==> src/rtl/id_emit.sv <==
// id_emit: binary value to identifier character stream.
// Emits PREFIX, decimal digits MSD-first, then TERM.
module id_emit #(
  parameter int          WIDTH  = 8,
  parameter logic [7:0]  PREFIX = 8'h76,
  parameter logic [7:0]  TERM   = 8'h20
) (
  input  logic             clk,
  input  logic             rst_n,
  input  logic             start,
  input  logic [WIDTH-1:0] value,
  input  logic             ready,
  output logic [7:0]       char,
  output logic             valid,
  output logic             last,
  output logic             busy,
  output logic             done
);

  localparam int DIGITS = (WIDTH * 3) / 10 + 1;
  localparam int BW     = 4 * DIGITS;
  localparam int IW     = (DIGITS > 1) ? $clog2(DIGITS) : 1;
  localparam int CW     = $clog2(WIDTH + 1);

  typedef enum logic [2:0] {
    S_IDLE,
    S_CONV,
    S_PFX,
    S_DIG,
    S_TRM
  } state_t;

  state_t           state_q, state_d;
  logic [WIDTH-1:0] sh_q, sh_d;
  logic [BW-1:0]    bcd_q, bcd_d;
  logic [CW-1:0]    cnt_q, cnt_d;
  logic [IW-1:0]    idx_q, idx_d;
  logic [7:0]       char_q, char_d;
  logic             valid_q, valid_d;
  logic             last_q, last_d;
  logic             busy_q, busy_d;
  logic             done_q, done_d;

  logic [BW-1:0]    adj;
  logic [IW-1:0]    msd;
  logic             xfer;

  assign xfer  = valid_q & ready;
  assign char  = char_q;
  assign valid = valid_q;
  assign last  = last_q;
  assign busy  = busy_q;
  assign done  = done_q;

  function automatic logic [7:0] ascii(
    input logic [BW-1:0] b,
    input logic [IW-1:0] k
  );
    ascii = 8'h30;
    for (int i = 0; i < DIGITS; i++)
      if (k == IW'(i))
        ascii = {4'h0, b[4*i +: 4]} + 8'h30;
  endfunction

  // Double-dabble correction: add 3 to every nibble >= 5
  always_comb begin
    adj = bcd_q;
    for (int i = 0; i < DIGITS; i++)
      if (bcd_q[4*i +: 4] >= 4'd5)
        adj[4*i +: 4] = bcd_q[4*i +: 4] + 4'd3;
  end

  // Index of most significant nonzero digit (0 when value is 0)
  always_comb begin
    msd = '0;
    for (int i = 0; i < DIGITS; i++)
      if (bcd_q[4*i +: 4] != 4'h0)
        msd = IW'(i);
  end

  // Next-state and registered-output logic
  always_comb begin
    state_d = state_q;
    sh_d    = sh_q;
    bcd_d   = bcd_q;
    cnt_d   = cnt_q;
    idx_d   = idx_q;
    char_d  = char_q;
    valid_d = valid_q;
    last_d  = last_q;
    busy_d  = busy_q;
    done_d  = 1'b0;
    unique case (state_q)
      S_IDLE: begin
        if (start) begin
          sh_d    = value;
          bcd_d   = '0;
          cnt_d   = CW'(WIDTH);
          busy_d  = 1'b1;
          state_d = S_CONV;
        end
      end
      S_CONV: begin
        if (cnt_q == '0) begin
          char_d  = PREFIX;
          valid_d = 1'b1;
          state_d = S_PFX;
        end else begin
          bcd_d = {adj[BW-2:0], sh_q[WIDTH-1]};
          sh_d  = sh_q << 1;
          cnt_d = cnt_q - 1'b1;
        end
      end
      S_PFX: begin
        if (xfer) begin
          idx_d   = msd;
          char_d  = ascii(bcd_q, msd);
          state_d = S_DIG;
        end
      end
      S_DIG: begin
        if (xfer) begin
          if (idx_q == '0) begin
            char_d  = TERM;
            last_d  = 1'b1;
            state_d = S_TRM;
          end else begin
            idx_d  = idx_q - 1'b1;
            char_d = ascii(bcd_q, idx_q - 1'b1);
          end
        end
      end
      S_TRM: begin
        if (xfer) begin
          valid_d = 1'b0;
          last_d  = 1'b0;
          busy_d  = 1'b0;
          done_d  = 1'b1;
          state_d = S_IDLE;
        end
      end
      default: state_d = S_IDLE;
    endcase
  end

  // State and output registers
  always_ff @(posedge clk or negedge rst_n) begin
    if (!rst_n) begin
      state_q <= S_IDLE;
      sh_q    <= '0;
      bcd_q   <= '0;
      cnt_q   <= '0;
      idx_q   <= '0;
      char_q  <= 8'h00;
      valid_q <= 1'b0;
      last_q  <= 1'b0;
      busy_q  <= 1'b0;
      done_q  <= 1'b0;
    end else begin
      state_q <= state_d;
      sh_q    <= sh_d;
      bcd_q   <= bcd_d;
      cnt_q   <= cnt_d;
      idx_q   <= idx_d;
      char_q  <= char_d;
      valid_q <= valid_d;
      last_q  <= last_d;
      busy_q  <= busy_d;
      done_q  <= done_d;
    end
  end

endmodule

==> config.mk <==
export PLATFORM = sky130hd
export DESIGN_NAME = id_emit
export DESIGN_NICKNAME = d
export VERILOG_FILES = /design/src/rtl/id_emit.sv
export SDC_FILE = /design/constraint.sdc
export NUM_CORES = 1
export LEC_CHECK = 0
export CORE_MARGIN = 8
export CORE_UTILIZATION = 38
export DETAILED_ROUTE_END_ITERATION = 16
export PLACE_DENSITY_LB_ADDON = 0.2
export SYNTH_ARGS = -nofsm -noshare
export SYNTH_HDL_FRONTEND = slang
export SYNTH_SLANG_ARGS = --single-unit
==> constraint.sdc <==
create_clock -name clk -period 2.7 [get_ports clk]
set_input_delay 0.54 -clock clk [delete_from_list [all_inputs] [get_ports clk]]
set_output_delay 0.54 -clock clk [all_outputs]
set_load 0.05 [all_outputs]
==> flow_metrics.py, run 1 <==
metrics = {
    "synthesis": {
        "synth.top_cell.area_share_pct": 43.93,
        "synth_fp_nets": 266,
        "synthCells": 241,
        "ys_types": 49,
        "syn_area_um2": 2278,
        "seq_area_frac_synth_pct": 43.93,
        "yosys.area.top_type": "dfrtp_1",
        "synth_edf_count": 0,
        "async_flop_share_pct": 100.0,
        "ys.flop_type": "dfrtp_1",
        "synth.avg_cell_area_um2": 9.454,
        "synth.area.top_cells": "dfrtp_1 (44%), ha_1 (7.1%), nand2_1 (4.9%)",
        "yosys_warnings": 0,
        "ys_ff_latch": 40,
    },
    "floorplanning": {
        "fp.dieW_um": 93.44,
        "ios": 24,
        "num_rows": 28,
        "core-area_um2": 5851,
        "dieArea_um2": 8730,
        "fp.dieH_um": 93.44,
        "initial_core_util_pct": 38.94,
    },
    "drt": {
        "drt_iter0_markers": 75,
        "ant_nets": 0,
        "num_vias": 1832,
        "top_layer": "met4",
        "wl_met1_um": 2580,
        "drt-total-wl_um": 5099,
        "wl_per_cell_um": 14.95,
        "dr.pass1.iters": 4,
        "wl_met3_um": 247,
        "vias_per_cell": 5.372,
        "dr_wl_met2_um": 2233,
        "drcViolationCount": 0,
    },
    "sta": {
        "fin_skew_ps": 6.141,
        "setup_viol": 0,
        "worst_pin_slew_ps": 905.7,
        "timing.setup.tns_ps": 0,
        "maxSlewHeadroom_pct": 39.62,
        "max_freq_ghz": 0.4676,
        "drv_slew": 0,
        "rsz0062_at_grt": "no",
        "hold_viol_final": 0,
        "period_minus_slack_ps": 2138,
        "finalCritPeriodShare_pct": 79.20,
    },
    "placed_design": {
        "port_buffers": 22,
        "gp_congestion": 0.8065,
        "hpwl_um": 3513,
    },
    "grt": {
        "grt.overflow.total": 0,
        "grt_pass1_wl_um": 8645,
        "track_usage_pct": 12.12,
        "grt_max_degree": 41,
        "antenna_found_initial": 0,
        "grt_pass1_vias": 1830,
    },
    "clock_network": {
        "tritoncts": "yes",
        "ctsHtreeMaxLevel": 2,
        "cts-root-buf": "clkbuf_8",
        "postCtsHoldBufs": 0,
        "ctsLongestPathBuffers": 2,
        "clock_latency_ps": 280,
        "numClockSinks": 40,
        "numCtsBuffers": 5,
        "clkTransAtPathRegs_ps": 80,
        "post_cts_buffers": 0,
        "cts_resized": 0,
    },
    "worst_hold_path": {
        "min_path_type": "primary input to async pin",
    },
    "worst_setup_path": {
        "crit_type": "flop to primary output",
        "slowest_stage": "clkdlybuf4s50_1",
        "cpLargestDelayFamily": "buffers and inverters",
        "critical_path.max_stage_delay_ps": 850,
        "critPathLaunch": "valid$_DFFE_PN0P_",
        "crit_path_start_kind": "flop",
        "worstPathMaxFanout": 6,
        "cp.required_ps": 2160,
        "crit_buf_inv": 1,
        "arrival_ps": 1600,
        "reg2reg_from": "cnt_q[0]$_DFFE_PN0P_",
        "cp_cell_sequence": "clkdlybuf4s50_1",
        "crit_path_end_kind": "primary output",
    },
    "run": {
        "drv_cap": 0,
    },
    "finish": {
        "drive_above_1_share_pct": 8.647,
        "fillCellCount": 585,
        "utilization_pct": 45.79,
        "syn_to_final_growth_pct": 17.57,
        "antenna_cells": 0,
        "final_nets": 291,
    },
    "pwr": {
        "ir_worst_vdd_uv": 411.1,
        "power.leakage_nw": 1.172,
        "p_per_area_nw_per_um2": 1065,
    },
    "run_status": {
        "status": "completed",
    },
}
[kinds of logic (layout without fill, tap and decap cells)]
kind of cell    count (synthesis)  count (layout)  share of synthesized area [%]
buf+inv                        25              50                          4.448
simple gates                   81              81                          18.73
mux                             7               7                          3.130
xor+xnor                        4               4                          1.538
fa+ha+maj                      13              13                          7.139
flops                          40              40                          43.93
compound gates                 70              70                          20.92
other cells                     1               1                         0.1646
[sequential cells by signal, summed over array words and instances, names as in the netlist]
name	count
bcd_q	12
last	1
cnt_q	4
idx_q	2
valid	1
char	7
state_q	3
sh_q	8
busy	1
done	1
[worst register-to-register path, delay by kind of cell, from the launching register on]
| family | cells | cell delay, ps |
|---|---|---|
| AOI/OAI and AO/OA | 1 | 170 |
| adders and majority gates | 1 | 150 |
| buffers and inverters | 1 | 90 |
| DFF | 1 | 410 |
| muxes | 1 | 340 |
| and+or+nand+nor | 2 | 850 |
[through the flow]
| stage | setup slack [ps] | area, um2 | std cells | power (mW) | hold WS [ps] |
|---|---|---|---|---|---|
| after floorplan | 811.3 | 2278 | 241 | 2.062 | 244.4 |
| after global placement | 341.5 | 2601 | 334 | 2.464 | 451.5 |
| after detailed placement | 337.7 | 2601 | 334 | 2.489 | 455.6 |
| after CTS | 538.3 | 2679 | 341 | 2.876 | 420.8 |
| after global routing | 480.1 | 2679 | 341 | 3.068 | 465.4 |
| final | 561.5 | 2679 | 341 | 2.854 | 386.7 |
[where the power goes]
part	total [mW]	internal, mW	leakage, nW	switching (mW)
registers	0.991	0.801	0.501	0.190
logic	1.48	0.594	0.629	0.890
clock network	0.379	0.176	0.0410	0.203
total	2.85	1.57	1.17	1.28
[layout by cell type, fill, tap and decap left out, types with 3 or more instances in the layout]
cell type / count
a21oi_1: 16
a22o_1: 4
a31oi_1: 3
a32o_1: 3
a32oi_1: 7
and3b_1: 3
buf_4: 8
clkbuf_8: 5
clkdlybuf4s50_1: 21
dfrtp_1: 40
ha_1: 13
inv_1: 13
mux2i_1: 6
nand2_1: 30
nand2b_1: 7
nand3_1: 3
nor2_1: 13
nor3_1: 5
nor3b_1: 4
o21ai_0: 12
o22ai_1: 7
o31ai_1: 4
xnor2_1: 3
[cell type report]
type / instances / area, um2 / area share [%]
Sequential cell: 40 / 1001 / 37.37
Timing Repair Buffer: 30 / 275.3 / 10.28
Clock inverter: 1 / 5.005 / 0.1868
Tap cell: 75 / 93.84 / 3.503
Multi-Input combinational cell: 176 / 1182 / 44.14
Inverter: 13 / 48.80 / 1.822
Clock buffer: 6 / 72.57 / 2.709
[per-layer routing]
metal	up-vias	global-route usage, %
met3	4	2.885
met2	34	19.27
met1	874	16.01
met4	0	3.221
met5	-	0
li1	920	-
[synth_stat cells (all sizes together) (2+ instances only)]
master,instances
nand3,3
o21a,2
a21oi,16
or3b,3
o21ai,14
nor3b,4
clkbuf,8
a32o,3
and3b,3
nor2b,2
ha,13
or2,2
a32oi,7
xnor2,3
buf,4
dfrtp,40
o22ai,7
nor2,13
nand2,30
a21o,2
or4,2
nor4bb,2
a31oi,3
inv,13
nor3,5
mux2i,6
nand2b,7
o31ai,4
a22o,4
[worst paths after layout]
| check | endpoint | cells past startpoint | slack, ps |
|---|---|---|---|
| setup / recovery | valid | 1 | 560 |
| hold / removal | char[3]$_DFFE_PN0P_ | 1 | 390 |
| setup reg to reg | state_q[0]$_DFFE_PN0P_ | 6 | 580 |
| hold reg to reg | char[5]$_DFFE_PN0P_ | 1 | 470 |
| max in group asynchronous | bcd_q[11]$_DFFE_PN0P_ | 1 | 1750 |
| min in group clk | char[5]$_DFFE_PN0P_ | 1 | 470 |
No activity file was read; power rests on OpenSTA's default activity.
==> run 2: changes to the inputs <==
==> constraint.sdc (replaced) <==
create_clock -name clk -period 2 [get_ports clk]
set_input_delay 0.4 -clock clk [delete_from_list [all_inputs] [get_ports clk]]
set_output_delay 0.4 -clock clk [all_outputs]
set_load 0.05 [all_outputs]
==> flow_metrics.py, run 2 (synthesis gave the netlist of run 1 again) <==
metrics = {
    "pwr": {
        "p_per_area_nw_per_um2": 1494,
        "p_int_mw": 2.456,
        "swShare_pct": 41.93,
        "p_seq_share_pct": 30.8,
        "power.leakage_nw": 1.260,
        "p_sw_mw": 1.773,
        "power_mw": 4.229,
        "ir_worst_vdd_uv": 755.5,
        "p_comb_share_pct": 52.0,
        "clkPwrFrac_pct": 17.3,
    },
    "drt": {
        "drt_iter0_markers": 132,
        "vias_per_cell": 5.257,
        "ant_nets": 0,
        "drt-total-wl_um": 5213,
        "drcViolationCount": 0,
        "wl_per_cell_um": 14.73,
        "dr.pass1.iters": 4,
        "num_vias": 1861,
    },
    "run_status": {
        "status": "completed",
    },
    "clock_network": {
        "clock_latency_ps": 290,
        "postCtsHoldBufs": 0,
        "cts-root-buf": "clkbuf_8",
        "clkTransAtPathRegs_ps": 80,
        "numClockSinks": 40,
        "ctsHtreeMaxLevel": 2,
        "ctsLongestPathBuffers": 2,
        "numCtsBuffers": 5,
        "tritoncts": "yes",
    },
    "sta": {
        "setup_viol": 0,
        "setup_ws_ps": 97.29,
        "rsz0062_at_grt": "no",
        "worst_pin_slew_ps": 570.3,
        "period_minus_slack_ps": 1903,
        "fin_skew_ps": 6.317,
        "max_freq_ghz": 0.5256,
        "drv_slew": 0,
        "finalCritPeriodShare_pct": 95.14,
        "hold_viol_final": 0,
        "maxSlewHeadroom_pct": 61.81,
    },
    "finish": {
        "drive_above_1_share_pct": 13.98,
        "syn_to_final_growth_pct": 24.22,
        "largest_reg_flops": 12,
        "antenna_cells": 0,
        "final_nets": 303,
        "instances_no_fill": 354,
        "utilization_pct": 48.37,
        "final_common_cell": "dfrtp_1",
        "final_area_um2": 2830,
        "regMostFlops": "bcd_q",
        "fillCellCount": 557,
        "most-common-layout-cells": "dfrtp_1 (40), nand2_1 (30), clkdlybuf4s50_1 (20), buf_4 (20), a21oi_1 (16)",
    },
    "worst_setup_path": {
        "crit_path_start_kind": "flop",
        "r2r_slack_ps": 100,
        "r2r-end": "state_q[0]$_DFFE_PN0P_",
        "crit_path_end_kind": "flop",
        "worstPathMaxFanout": 5,
        "crit_end": "state_q[0]$_DFFE_PN0P_",
        "crit_type": "flop to flop",
        "critPathLaunch": "idx_q[0]$_DFFE_PN0P_",
        "cp.required_ps": 2180,
        "reg2reg_from": "idx_q[0]$_DFFE_PN0P_",
        "arrival_ps": 2080,
        "rr_worst_depth": 6,
    },
    "placed_design": {
        "pre_cts_ws_ps": -60.06,
        "port_buffers": 22,
        "hpwl_um": 3746,
        "gp_congestion": 0.7847,
        "placed_area_um2": 2701,
        "dp_cells": 346,
    },
    "floorplanning": {
        "num_rows": 28,
        "ios": 24,
        "dieArea_um2": 8730,
        "core-area_um2": 5851,
        "fp.dieH_um": 93.44,
        "initial_core_util_pct": 38.94,
        "fp.dieW_um": 93.44,
    },
    "run": {
        "drv_cap": 0,
    },
    "grt": {
        "grt_pass1_wl_um": 8845,
        "grt_pass1_vias": 1870,
        "track_usage_pct": 12.52,
        "grt_max_degree": 24,
        "grt.overflow.total": 0,
        "antenna_found_initial": 0,
    },
    "worst_hold_path": {
        "min_path_type": "primary input to async pin",
    },
}
run 2: cell types whose count changed in the layout (fill, tap and decap cells not counted), sizes merged:
cell           delta
clkinv            -1
buf              +13
clkdlybuf4s50     -1
clkbuf            +1
bufinv            +1
run 2: how the worst min path moves through the flow:
stage / startpoint / endpoint / cells after the start
final: rst_n / char[3]$_DFFE_PN0P_ / 1
after global routing: rst_n / char[3]$_DFFE_PN0P_ / 1
after CTS: rst_n / char[3]$_DFFE_PN0P_ / 1
after detailed placement: rst_n / char[3]$_DFFE_PN0P_ / 1
after global placement: rst_n / char[3]$_DFFE_PN0P_ / 1
after floorplan: rst_n / bcd_q[0]$_DFFE_PN0P_ / 0
run 2: metal layers:
metal / share of wire (%) / global-route usage (%) / up-vias
met5: 0 / 0 / -
met4: 1.2 / 4.027 / 0
met3: 4.3 / 3.125 / 7
met2: 46 / 20.09 / 31
met1: 49 / 16.02 / 882
li1: - / - / 941
run 2: stage by stage:
step,hold WS [ps],setup TNS [ps]
floorplan,104.4,0
global placement,379.6,-49.90
detailed placement,382.0,-60.06
CTS,63.23,0
global route,73.43,0
finish,45.45,0
run 2: repair_timing:
item                                    CTS  global route
endpoints found under the setup margin    0            15
setup buffers                             0             0
gates resized for setup                   0             1
run 2: cell type report:
type | count | area, um2 | area share [%]
Inverter | 13 | 48.80 | 1.724
Tap cell | 75 | 93.84 | 3.316
Sequential cell | 40 | 1001 | 35.37
Clock inverter | 1 | 30.03 | 1.061
Multi-Input combinational cell | 176 | 1185 | 41.87
Timing Repair Buffer | 42 | 375.4 | 13.26
Clock buffer | 7 | 96.34 | 3.404
run 2: power groups by stage:
| stage | combinational, mW | sequential [mW] | clock (mW) |
|---|---|---|---|
| 5_1_grt | 2.43 | 1.34 | 0.782 |
| 2_1_floorplan | 1.27 | 1.52 | 0 |
| 6_report | 2.20 | 1.30 | 0.730 |
| 4_1_cts | 2.22 | 1.30 | 0.749 |
| 3_3_place_gp | 2.17 | 1.31 | 0 |
| 3_5_place_dp | 2.21 | 1.32 | 0 |
run 2: worst max-delay path: stages (launching register included):
cell and delay, ps:
dfrtp_1 440, inv_1 90, ha_1 240, nor4bb_1 450
a31oi_1 120, o211ai_2 110, mux2_1 340
==> run 3: changes to the inputs <==
--- a/config.mk
+++ b/config.mk
@@ -7,6 +7,7 @@
 export LEC_CHECK = 0
 export CORE_MARGIN = 8
 export CORE_UTILIZATION = 38
+export CTS_CLUSTER_DIAMETER = 30
 export DETAILED_ROUTE_END_ITERATION = 16
 export PLACE_DENSITY_LB_ADDON = 0.2
 export SYNTH_ARGS = -nofsm -noshare
==> results of run 3 <==
The final DEF is identical to that of run 2; final timing and power are the same.
